[config.mk]
export PLATFORM = sky130hd
export DESIGN_NAME = ps2_c64_matrix
export DESIGN_NICKNAME = d
export VERILOG_FILES = /design/src/rtl/c64_keymap_pkg.sv /design/src/rtl/ps2_c64_keymap.sv /design/src/rtl/ps2_c64_matrix.sv
export SDC_FILE = /design/constraint.sdc
export NUM_CORES = 1
export LEC_CHECK = 0
export ABC_AREA = 0
export CAP_MARGIN = 20
export CORE_ASPECT_RATIO = 0.9
export CORE_MARGIN = 3
export CORE_UTILIZATION = 45
export DETAILED_ROUTE_END_ITERATION = 7
export SYNTH_ARGS = -nofsm -noshare
export SYNTH_HDL_FRONTEND = slang
export SYNTH_SLANG_ARGS = --single-unit
[constraint.sdc]
create_clock -name clk -period 3.3 [get_ports clk]
set_clock_uncertainty 0.05 [all_clocks]
set_input_delay 0.66 -clock clk [delete_from_list [all_inputs] [get_ports clk]]
set_output_delay 0.66 -clock clk [all_outputs]
set_load 0.02 [all_outputs]
[src/rtl/c64_keymap_pkg.sv]
// PS/2 set-2 to C64 keyboard matrix mapping: named key positions and the
// {ext, scancode} -> {valid, needs_shift, restore, col, row} lookup.
package c64_keymap_pkg;

    typedef struct packed {
        logic       valid;
        logic       needs_shift;
        logic       restore;
        logic [2:0] col;
        logic [2:0] row;
    } km_t;

    localparam logic [2:0] LSHIFT_C     = 3'd1;
    localparam logic [2:0] LSHIFT_R     = 3'd7;
    localparam logic [5:0] LSHIFT_IDX   = {LSHIFT_C, LSHIFT_R};
    localparam logic [8:0] RESTORE_CODE = 9'h17D;

    function automatic km_t km_key(input logic [2:0] col, input logic [2:0] row,
                                   input logic sh);
        km_t m;
        m = {1'b1, sh, 1'b0, col, row};
        return m;
    endfunction

    function automatic km_t c64_keymap(input logic ext, input logic [7:0] code);
        km_t m;
        case ({ext, code})
            9'h066: m = km_key(3'd0, 3'd0, 1'b0);
            9'h05A: m = km_key(3'd0, 3'd1, 1'b0);
            9'h174: m = km_key(3'd0, 3'd2, 1'b0);
            9'h16B: m = km_key(3'd0, 3'd2, 1'b1);
            9'h083: m = km_key(3'd0, 3'd3, 1'b0);
            9'h005: m = km_key(3'd0, 3'd4, 1'b0);
            9'h004: m = km_key(3'd0, 3'd5, 1'b0);
            9'h003: m = km_key(3'd0, 3'd6, 1'b0);
            9'h172: m = km_key(3'd0, 3'd7, 1'b0);
            9'h175: m = km_key(3'd0, 3'd7, 1'b1);
            9'h026: m = km_key(3'd1, 3'd0, 1'b0);
            9'h01D: m = km_key(3'd1, 3'd1, 1'b0);
            9'h01C: m = km_key(3'd1, 3'd2, 1'b0);
            9'h025: m = km_key(3'd1, 3'd3, 1'b0);
            9'h01A: m = km_key(3'd1, 3'd4, 1'b0);
            9'h01B: m = km_key(3'd1, 3'd5, 1'b0);
            9'h024: m = km_key(3'd1, 3'd6, 1'b0);
            9'h012: m = km_key(LSHIFT_C, LSHIFT_R, 1'b0);
            9'h02E: m = km_key(3'd2, 3'd0, 1'b0);
            9'h02D: m = km_key(3'd2, 3'd1, 1'b0);
            9'h023: m = km_key(3'd2, 3'd2, 1'b0);
            9'h036: m = km_key(3'd2, 3'd3, 1'b0);
            9'h021: m = km_key(3'd2, 3'd4, 1'b0);
            9'h02B: m = km_key(3'd2, 3'd5, 1'b0);
            9'h02C: m = km_key(3'd2, 3'd6, 1'b0);
            9'h022: m = km_key(3'd2, 3'd7, 1'b0);
            9'h03D: m = km_key(3'd3, 3'd0, 1'b0);
            9'h035: m = km_key(3'd3, 3'd1, 1'b0);
            9'h034: m = km_key(3'd3, 3'd2, 1'b0);
            9'h03E: m = km_key(3'd3, 3'd3, 1'b0);
            9'h032: m = km_key(3'd3, 3'd4, 1'b0);
            9'h033: m = km_key(3'd3, 3'd5, 1'b0);
            9'h03C: m = km_key(3'd3, 3'd6, 1'b0);
            9'h02A: m = km_key(3'd3, 3'd7, 1'b0);
            9'h046: m = km_key(3'd4, 3'd0, 1'b0);
            9'h043: m = km_key(3'd4, 3'd1, 1'b0);
            9'h03B: m = km_key(3'd4, 3'd2, 1'b0);
            9'h045: m = km_key(3'd4, 3'd3, 1'b0);
            9'h03A: m = km_key(3'd4, 3'd4, 1'b0);
            9'h042: m = km_key(3'd4, 3'd5, 1'b0);
            9'h044: m = km_key(3'd4, 3'd6, 1'b0);
            9'h031: m = km_key(3'd4, 3'd7, 1'b0);
            9'h079: m = km_key(3'd5, 3'd0, 1'b0);
            9'h04D: m = km_key(3'd5, 3'd1, 1'b0);
            9'h04B: m = km_key(3'd5, 3'd2, 1'b0);
            9'h04E: m = km_key(3'd5, 3'd3, 1'b0);
            9'h049: m = km_key(3'd5, 3'd4, 1'b0);
            9'h052: m = km_key(3'd5, 3'd5, 1'b0);
            9'h054: m = km_key(3'd5, 3'd6, 1'b0);
            9'h041: m = km_key(3'd5, 3'd7, 1'b0);
            9'h05D: m = km_key(3'd6, 3'd0, 1'b0);
            9'h05B: m = km_key(3'd6, 3'd1, 1'b0);
            9'h04C: m = km_key(3'd6, 3'd2, 1'b0);
            9'h16C: m = km_key(3'd6, 3'd3, 1'b0);
            9'h059: m = km_key(3'd6, 3'd4, 1'b0);
            9'h055: m = km_key(3'd6, 3'd5, 1'b0);
            9'h04A: m = km_key(3'd6, 3'd7, 1'b0);
            9'h016: m = km_key(3'd7, 3'd0, 1'b0);
            9'h00E: m = km_key(3'd7, 3'd1, 1'b0);
            9'h014: m = km_key(3'd7, 3'd2, 1'b0);
            9'h01E: m = km_key(3'd7, 3'd3, 1'b0);
            9'h029: m = km_key(3'd7, 3'd4, 1'b0);
            9'h011: m = km_key(3'd7, 3'd5, 1'b0);
            9'h015: m = km_key(3'd7, 3'd6, 1'b0);
            9'h076: m = km_key(3'd7, 3'd7, 1'b0);
            RESTORE_CODE: m = {1'b1, 1'b0, 1'b1, 3'd0, 3'd0};
            default: m = '0;
        endcase
        return m;
    endfunction

endpackage

[src/rtl/ps2_c64_keymap.sv]
// Combinational wrapper around the package keymap so it can be checked on its own.
module ps2_c64_keymap
    import c64_keymap_pkg::*;
(
    input  logic       ext_i,
    input  logic [7:0] code_i,
    output logic [8:0] map_o
);

    assign map_o = c64_keymap(ext_i, code_i);

endmodule

[src/rtl/ps2_c64_matrix.sv]
// C64 keyboard matrix image fed by PS/2 key events, scanned by CIA1 in
// either direction through a purely combinational readback.
module ps2_c64_matrix
    import c64_keymap_pkg::*;
(
    input  logic        clk,
    input  logic        reset_n,
    input  logic [10:0] ps2_key,
    input  logic [7:0]  pai,
    input  logic [7:0]  pbi,
    output logic [7:0]  pbo,
    output logic [7:0]  pao,
    output logic        restore_n
);

    km_t         km_s;
    logic        strobe_s;
    logic        press_s;
    logic [5:0]  idx_s;
    logic        old_bit_s;
    logic [63:0] eff_s;

    logic [63:0] mat_q, mat_d;
    logic        lshift_q, lshift_d;
    logic [1:0]  vshift_q, vshift_d;
    logic        restore_q, restore_d;

    ps2_c64_keymap u_keymap (
        .ext_i  (ps2_key[8]),
        .code_i (ps2_key[7:0]),
        .map_o  (km_s)
    );

    assign strobe_s = ps2_key[10];
    assign press_s  = ps2_key[9];
    assign idx_s    = {km_s.col, km_s.row};
    assign old_bit_s = mat_q[idx_s];

    // Next-state: shift keys only count on real 0->1 / 1->0 edges so typematic repeats are harmless.
    always_comb begin
        mat_d     = mat_q;
        lshift_d  = lshift_q;
        vshift_d  = vshift_q;
        restore_d = restore_q;
        if (strobe_s && km_s.valid) begin
            if (km_s.restore) begin
                restore_d = press_s;
            end else if (idx_s == LSHIFT_IDX) begin
                lshift_d = press_s;
            end else begin
                mat_d[idx_s] = press_s;
                if (km_s.needs_shift && press_s && !old_bit_s && vshift_q != 2'd3) begin
                    vshift_d = vshift_q + 2'd1;
                end else if (km_s.needs_shift && !press_s && old_bit_s && vshift_q != 2'd0) begin
                    vshift_d = vshift_q - 2'd1;
                end else begin
                    vshift_d = vshift_q;
                end
            end
        end else begin
            mat_d = mat_q;
        end
    end

    // State registers.
    always_ff @(posedge clk or negedge reset_n) begin
        if (!reset_n) begin
            mat_q     <= 64'd0;
            lshift_q  <= 1'b0;
            vshift_q  <= 2'd0;
            restore_q <= 1'b0;
        end else begin
            mat_q     <= mat_d;
            lshift_q  <= lshift_d;
            vshift_q  <= vshift_d;
            restore_q <= restore_d;
        end
    end

    // Readback: left shift position merges physical and virtual shift.
    always_comb begin
        eff_s             = mat_q;
        eff_s[LSHIFT_IDX] = lshift_q | (vshift_q != 2'd0);
        pbo = 8'hFF;
        pao = 8'hFF;
        for (int c = 0; c < 8; c++) begin
            for (int r = 0; r < 8; r++) begin
                pbo[r] = pbo[r] & ~(eff_s[{c[2:0], r[2:0]}] & ~pai[c]);
                pao[c] = pao[c] & ~(eff_s[{c[2:0], r[2:0]}] & ~pbi[r]);
            end
        end
    end

    assign restore_n = ~restore_q;

endmodule

# Word-level counts from Yosys, hierarchy flattened
# Cells that the tools add are included.
# totals
ff_bits,68
out_inout_bits,17
input_bits,29
# classes
n_reduce_logical,16
bitwise_logic,388
magnitude_cmp,2
n_addsub,2
eq_ne,68
mux,8
# op_table
operator,count
$pmux 9 s66,1
$and 1x1->1,240
$eq 9x6->1 const B,23
$eq 9x7->1 const B,22
$not 1->1,147
$eq 9x5->1 const B,10
$bwmux 64,1
$eq 9x9->1 const B,6
$eq 9x3->1 const B,2
$eq 9x2->1 const B,1
$eq 9x4->1 const B,1
$eq 9x8->1 const B,1
$logic_and 1x1->1,8
$lt 6x7->1 const B,1
$bmux 1 s6,1
$demux 1 s6,1
$eq 6x4->1 const B,1
$ge 6x1->1 const B,1
$reduce_and 3->1,2
$mux 2,2
$reduce_and 4->1,1
$reduce_bool 2->1,2
$add 2x1->2 const B,1
$logic_not 1->1,2
other kinds (5),6

# Longest topological paths before layout
# Gate-level depths: netlist (run 1).
# depth
depth_word,11
depth_mapped,17
ltp_nobuf,12

# Modules after synthesis
# From an unflattened synthesis (run 1), not the netlist that was laid out.
# hier_totals
cells_unflattened,776
hier_area_um2,5844.4
# modules_own_cells
module,area_per_inst_um2,cells_per_inst,seq_area_each_um2,n_inst
ps2_c64_matrix,4420.5,548,1701.6,1
ps2_c64_keymap,1423.9,228,0.0,1

# Worst setup path after synthesis (run 1)
# No wires, ideal clock.
# synth_path
path_kind,input to register
from,in ps2_key[5]
to,reg vshift_q[0]
setup_slack_ns,-0.407
stages,15
arrival_ns,3.538
cell_sequence,buf_2 and2_1 buf_2 and4_1 o21a_1 a311oi_1 nand2_1 buf_2 buf_2 a21oi_1 o21ai_0 o221ai_1 and3_4 mux2_4 o21a_1
# synth_via
elab_chain_len,9
elab_cells_between_ends,83
cone_classes,eq/ne: 67; mux: 4; bitwise: 2; reduce/logical: 10
# synth_rtl
element,line,text
"start, declared",ps2_c64_matrix.sv:8,"input logic [10:0] ps2_key,"
$eq 9x9->1 (tied with other cells),c64_keymap_pkg.sv:27,"case ({ext, code})"
$pmux 9 s66 (*),c64_keymap_pkg.sv:27,
$bmux 1 s6,ps2_c64_matrix.sv:37,assign old_bit_s = mat_q[idx_s];
$mux 1 (implied by the code),ps2_c64_matrix.sv:37,
$logic_not 1->1,ps2_c64_matrix.sv:52,if (km_s.needs_shift && press_s && !old_bit_s && vshift_q != 2'd3) begin
$logic_and 1x1->1 (2 in series),ps2_c64_matrix.sv:52,
$reduce_bool 2->1 (no line),--,
$reduce_and 4->1 (no line),--,
"end signal, assigned",ps2_c64_matrix.sv:75,vshift_q <= vshift_d;
"end, declared",ps2_c64_matrix.sv:25,"logic [1:0] vshift_q, vshift_d;"
# Every way passes the cells marked *; elsewhere a longest branch is shown, timed or not. The select of a mux whose other input is x is not followed.
# A chain may end at the register's enable or synchronous reset.

# Worst setup path after layout (run 1)
# Same ends and word-level chain as after synthesis.

==> impl_metrics.py, run 1 <==
metrics = {
    "run_status": {
        "outcome": "finished with violations",
        "violations": "setup timing",
    },
    "place": {
        "place.port_buffers": 45,
        "gpl.final_weighted_congestion": 1.02,
        "place.detailed.instances": 1093,
        "place_hpwl_um": 19600,
    },
    "layout": {
        "final_net_count": 1025,
        "area_delta_synth_final_pct": 58.7,
        "finalCoreUtilization": 0.738,
        "drive_above_1_share": 0.460,
        "layout.cells.non_filler": 1165,
        "fillerInstances": 927,
        "antenna_cell_count": 0,
    },
    "sta": {
        "max_slew.worst_pin.slew_ps": 836,
        "final_critical_path_setup_slack_ps": -493,
        "max_freq_mhz": 264,
        "final_max_slew_viols": 0,
        "hold-worst-slack_ps": 251,
        "timing.slew.headroom": 0.443,
        "timing.final.setup_violations": 39,
        "setup_repair_after_global_routing_missed_its_margin": "yes",
        "hold_viol_final": 0,
        "fin_crit_sh": 1.15,
        "period_minus_slack_ps": 3790,
    },
    "detailed_routing": {
        "drt_iter0_markers": 1229,
        "routed_via_density": 6.49,
        "wl_per_cell_um": 23.3,
        "remaining_drc_errors": 0,
        "final_antenna_net_count": 0,
        "drt_wl_total_um": 27200,
        "detailroute.via_count": 7556,
        "firstDrtPassIters": 7,
    },
    "job": {
        "cap_violations": 0,
    },
    "synthesis": {
        "mappedNetlistNets": 789,
        "synth.distinct_cells": 79,
        "seq_area_frac_synth": 0.286,
        "netlist.area_leader.share": 0.286,
        "synth_enable_flop_cells": 0,
        "synth-seq-cells": 68,
        "synthCells": 760,
        "ys_top_cells_by_count": "99 x nand2_1, 71 x inv_1, 71 x o22ai_1",
        "yosys.cell_count.top_type": "nand2_1",
        "cell_type_contributing_the_most_total_cell_area_after_synthesis": "dfrtp_1",
        "yosys-top-cells-area": "dfrtp_1 29%, mux2_2 8.9%, o22ai_1 7.5%",
        "ys_dominant_reg_cell": "dfrtp_1",
        "synth-async-reset-ratio": 1.00,
        "yosys_warnings": 0,
        "synthesis.area_mm2": 0.00594,
        "synth.avg_cell_area_um2": 7.82,
    },
    "grt": {
        "grt_overflow_total": 0,
        "grt_first_pass_wirelength_um": 40100,
        "grt_pass1_vias": 7062,
        "grt_start_max_net_pins": 50,
        "number_of_antenna_violations_at_the_first_check_in_global_routing": 0,
        "groute.usage.overall": 0.351,
    },
    "critical_path": {
        "setup.worst_path.end_class": "flop",
        "critical_path_cell_list": "buf_8 > buf_8 > and2_4 > and3_4 > a22o_1 > a221o_1 > nor3_4 > buf_12 > buf_12 > mux2i_1 > a22oi_1 > a211oi_1 > and4_4 > and3_4 > mux2_4 > o21a_1",
        "worstPathMaxFanout": 8,
        "crit_path_start_kind": "input pin",
        "worstPathArrival_ps": 3970,
        "delay_of_the_slowest_cell_on_the_worst_path_ps": 340,
        "worst_path_max_delay_cell": "a221o_1",
        "critical_path_class": "input pin to flop",
        "cp.required_ps": 3470,
    },
    "floorplan": {
        "initial_core_util": 0.465,
        "top_level_ports": 46,
        "fp.dieH_um": 115,
        "chipWidth_um": 127,
        "design.die.area_mm2": 0.0146,
        "core_region_area_mm2": 0.0128,
        "cell_rows": 39,
    },
    "clock_network": {
        "numClockSinks": 68,
        "clkSlewWorstSetupHoldPaths_ps": 60,
        "number_of_levels_in_the_clock_h_tree": 3,
        "ctsLongestPathBuffers": 2,
        "cts-hold-fix-buffers": 0,
        "clkLatencyLatePin_ps": 340,
        "cts_buffers": 9,
        "cts_root_buffer": "clkbuf_16",
        "cts_tree": "built",
    },
    "pwr": {
        "ir_worst_vdd_mv": 0.387,
        "static_power_due_to_leakage_uw": 0.00423,
        "power-per-cell-area_mw_per_mm2": 296,
    },
    "worst_hold_path": {
        "hp-class": "input pin to asynchronous set/reset pin",
    },
}
worst paths after layout:
kind,startpoint,to,slack (ps),cells past startpoint
max in group asynchronous,reset_n,mat_q[19],2170,2
max reg2reg,mat_q[29],vshift_q[0],950,9
min,reset_n,vshift_q[1],250,1
min in group clk,mat_q[15],mat_q[15],360,0
min reg2reg,mat_q[15],mat_q[15],360,0
max,ps2_key[5],vshift_q[0],-490,16
per-layer routing:
| layer | wire length (um) | GRT usage |
|---|---|---|
| met5 | 0 | 0 |
| met4 | 671 | 0.0801 |
| met2 | 11500 | 0.508 |
| met3 | 3540 | 0.103 |
| met1 | 11500 | 0.519 |
critical path: cells and delay by family:
kind,cells,cell delay (ps)
AO/OA/AOI/OAI,5,1150
AND/OR/NAND/NOR,5,1120
buffers and inverters,4,500
multiplexers,2,520
cell families after synthesis:
| logic type | share of synthesized area |
|---|---|
| AO/OA/AOI/OAI | 0.229 |
| XOR/XNOR | 0.00295 |
| buffers and inverters | 0.101 |
| flip-flops | 0.286 |
| multiplexers | 0.115 |
| AND/OR/NAND/NOR | 0.265 |
through the flow:
stage	total power, uW	TNS (ps)	worst slack (ps)	area (um^2)
2_1_floorplan	1250	-481	-321	6070
3_3_place_gp	1560	-82630	-1550	7840
3_5_place_dp	1560	-80220	-1520	7840
4_1_cts	2700	-725	-308	8920
5_1_grt	2860	-8800	-481	9430
6_report	2790	-5170	-493	9430
power breakdown:
part / leakage (uW) / total, uW / switching (uW) / internal (uW)
logic: 0.00321 / 846 / 432 / 414
registers: 0.000858 / 885 / 27.4 / 857
clock network: 0.000156 / 1060 / 392 / 667
layout by cell type (no fill, tap or decap), drive strengths merged, types with 7 or more instances in the layout:
cell and instances:
clkdlybuf4s50 31, nor4 21, nand2 99, a31oi 7, inv 74, o2111ai 9, mux2 49, buf 254
dfrtp 68, nand3 21, mux2i 13, nand2b 14, nor3b 7, o21ai 30, nor3 18, nor2b 15
a21oi 22, clkbuf 9, o22ai 71, nor2 53
layout make-up:
cell class / instances / area, um^2 / area share
timing repair buffer: 288 / 2580 / 0.274
multi-input combinational: 557 / 4350 / 0.461
tap: 164 / 205 / 0.0218
clock inverter: 7 / 98.8 / 0.0105
inverter: 72 / 270 / 0.0286
sequential: 68 / 1700 / 0.180
clock buffer: 9 / 225 / 0.0239
state kept, by name, indices dropped and copies added, names as in the netlist:
signal     count
vshift_q       2
mat_q         64
restore_q      1
lshift_q       1
timing repair:
action,in CTS,in global routing
gates cloned,4,0
endpoints found under the setup margin,65,64
resized for setup,141,111
hold endpoints to repair,0,0
pin swaps,41,56
setup buffers,35,20
No activity file was read; power rests on OpenSTA's default activity.
==> inputs of run 2 (changes only) <==
Settings changed: SETUP_SLACK_MARGIN set to 0.1, SLEW_MARGIN set to 20.
==> run 2 against run 1 <==
  * The run ends with DRC, setup timing left
  * Combinational power increased by 7.1%
  * Register-to-register slack hardly changed
  * Power grew 2.1%
  * Critical path depth is 1 higher
  * Flip-flop and latch count is the same
  * First-iteration DRC count is 7.5% higher
  * Cell area up 2.5%
  * Critical endpoint unchanged
  * Largest cell class unchanged
==> impl_metrics.py, run 2 (synthesis gave the netlist of run 1 again) <==
metrics = {
    "sta": {
        "setup_repair_after_global_routing_missed_its_margin": "yes",
        "fin_crit_sh": 1.14,
        "period_minus_slack_ps": 3760,
        "final_critical_path_setup_slack_ps": -457,
        "final_max_slew_viols": 0,
        "max_slew.worst_pin.slew_ps": 926,
        "hold_viol_final": 0,
        "timing.slew.headroom": 0.383,
        "max_freq_mhz": 266,
        "timing.final.setup_violations": 58,
    },
    "detailed_routing": {
        "routed-wl-met3_um": 3700,
        "detailroute.via_count": 7638,
        "routed_via_density": 6.53,
        "remaining_drc_errors": 27,
        "m1WireLength_um": 11500,
        "final_antenna_net_count": 0,
        "wl_per_cell_um": 23.7,
        "route.met2.wl_um": 11700,
        "top_layer": "met4",
        "drt_wl_total_um": 27700,
        "drt_iter0_markers": 1321,
        "firstDrtPassIters": 8,
    },
    "layout": {
        "fillerInstances": 854,
        "drive_above_1_share": 0.448,
        "final_net_count": 1030,
        "largest_register_ffs": 64,
        "area_delta_synth_final_pct": 62.7,
        "regMostFlops": "mat_q",
        "top_regs": "mat_q: 64 flops, vshift_q: 2 flops",
        "layout.cells.most_common_list": "186 x buf_4, 88 x nand2_1, 71 x inv_1",
        "layout.cells.most_common": "buf_4",
        "design_area_final_mm2": 0.00967,
        "antenna_cell_count": 0,
    },
    "clock_network": {
        "cts_root_buffer": "clkbuf_16",
        "clkLatencyLatePin_ps": 340,
        "number_of_levels_in_the_clock_h_tree": 3,
        "clkSlewWorstSetupHoldPaths_ps": 60,
        "ctsLongestPathBuffers": 2,
        "cts_tree": "built",
        "cts_buffers": 9,
        "numClockSinks": 68,
        "cts-hold-fix-buffers": 0,
    },
    "critical_path": {
        "r2r_setup_slack_ps": 960,
        "critical_path_class": "input pin to flop",
        "cp.required_ps": 3480,
        "crit_path_start_kind": "input pin",
        "setup.worst_path.end_class": "flop",
        "worstPathArrival_ps": 3940,
        "worstPathMaxFanout": 7,
    },
    "pwr": {
        "power-per-cell-area_mw_per_mm2": 295,
        "ir_worst_vdd_mv": 0.557,
        "power.total_uw": 2850,
        "static_power_due_to_leakage_uw": 0.00430,
    },
    "place": {
        "place.port_buffers": 45,
        "gpl.final_weighted_congestion": 1.04,
        "place_hpwl_um": 19300,
        "detailed_place.area_mm2": 0.00791,
    },
    "grt": {
        "number_of_antenna_violations_at_the_first_check_in_global_routing": 0,
        "grt_first_pass_wirelength_um": 40700,
        "grt_pass1_vias": 7206,
        "grt_overflow_total": 0,
        "groute.usage.overall": 0.356,
        "grt_start_max_net_pins": 53,
    },
    "floorplan": {
        "cell_rows": 39,
        "chipWidth_um": 127,
        "core_region_area_mm2": 0.0128,
        "design.die.area_mm2": 0.0146,
        "top_level_ports": 46,
        "initial_core_util": 0.465,
        "fp.dieH_um": 115,
    },
    "run_status": {
        "outcome": "finished with violations",
        "violations": "DRC, setup timing",
    },
    "worst_hold_path": {
        "hp-class": "input pin to asynchronous set/reset pin",
    },
    "job": {
        "cap_violations": 0,
    },
}
[run 2: changes by cell type in the layout (fill, tap and decap cells not counted), sizes merged]
cell,change
clkdlybuf4s50,-12
buf,+2
clkbuf,+1
bufbuf,+1
dlygate4sd2,+6
dlymetal6s2s,+6
nor3b,+1
[run 2: worst paths after layout]
check | startpoint | end | cells after the start
min in group clk | mat_q[15] | mat_q[15] | 0
hold / removal | reset_n | mat_q[30] | 1
hold reg to reg | mat_q[15] | mat_q[15] | 0
setup reg to reg | mat_q[29] | vshift_q[0] | 9
max in group asynchronous | reset_n | mat_q[46] | 2
setup / recovery | ps2_key[5] | vshift_q[0] | 17
[run 2: timing repair]
item | 4_1_cts | 5_1_grt
setup endpoints to repair | 71 | 71
setup buffers | 35 | 21
gates cloned | 3 | 1
pin swaps | 43 | 37
gates resized for setup | 143 | 141
[run 2: metal layers]
metal,up-vias,global-route usage
li1,3275,-
met4,0,0.111
met2,624,0.500
met1,3629,0.514
met5,-,0
met3,110,0.125
[run 2: cell type report]
class                   count  area (um^2)  area share
inverters                  72          270      0.0280
flip-flops and latches     68         1700       0.176
well taps                 164          205      0.0212
multi-input cells         558         4460       0.461
clock inverters             7         98.8      0.0102
clock buffers               9          225      0.0233
repair buffers            292         2710       0.280
[run 2: critical path, stage by stage]
cell and delay [ps]:
buf_8 110, buf_12 130, or4_4 590, o2bb2ai_4 150, a22o_1 200, a221o_1 250, buf_6 140, nor3_4 50
buf_12 150, buf_8 130, buf_6 120, a221o_1 260, nand3_1 80, and4_4 240, and3_4 210, mux2_4 300
o21a_1 180
[run 2: power breakdown]
group	switching, uW	internal (uW)	total (uW)
Sequential	26.7	858	884
Combinational	466	440	906
Clock	393	667	1060
Total	885	1960	2850
[run 2: metrics by stage]
| step | worst slack, ps | hold slack [ps] | utilization | std cells | TNS (ps) |
|---|---|---|---|---|---|
| 3_3_place_gp | -1300 | 330 | 0.619 | 1095 | -60230 |
| 2_1_floorplan | -321 | 314 | - | 760 | -445 |
| 5_1_grt | -566 | 351 | 0.756 | 1170 | -13540 |
| 3_5_place_dp | -1250 | 328 | 0.619 | 1095 | -61990 |
| 6_report | -457 | 312 | 0.756 | 1170 | -9260 |
| 4_1_cts | -366 | 322 | 0.700 | 1149 | -3390 |
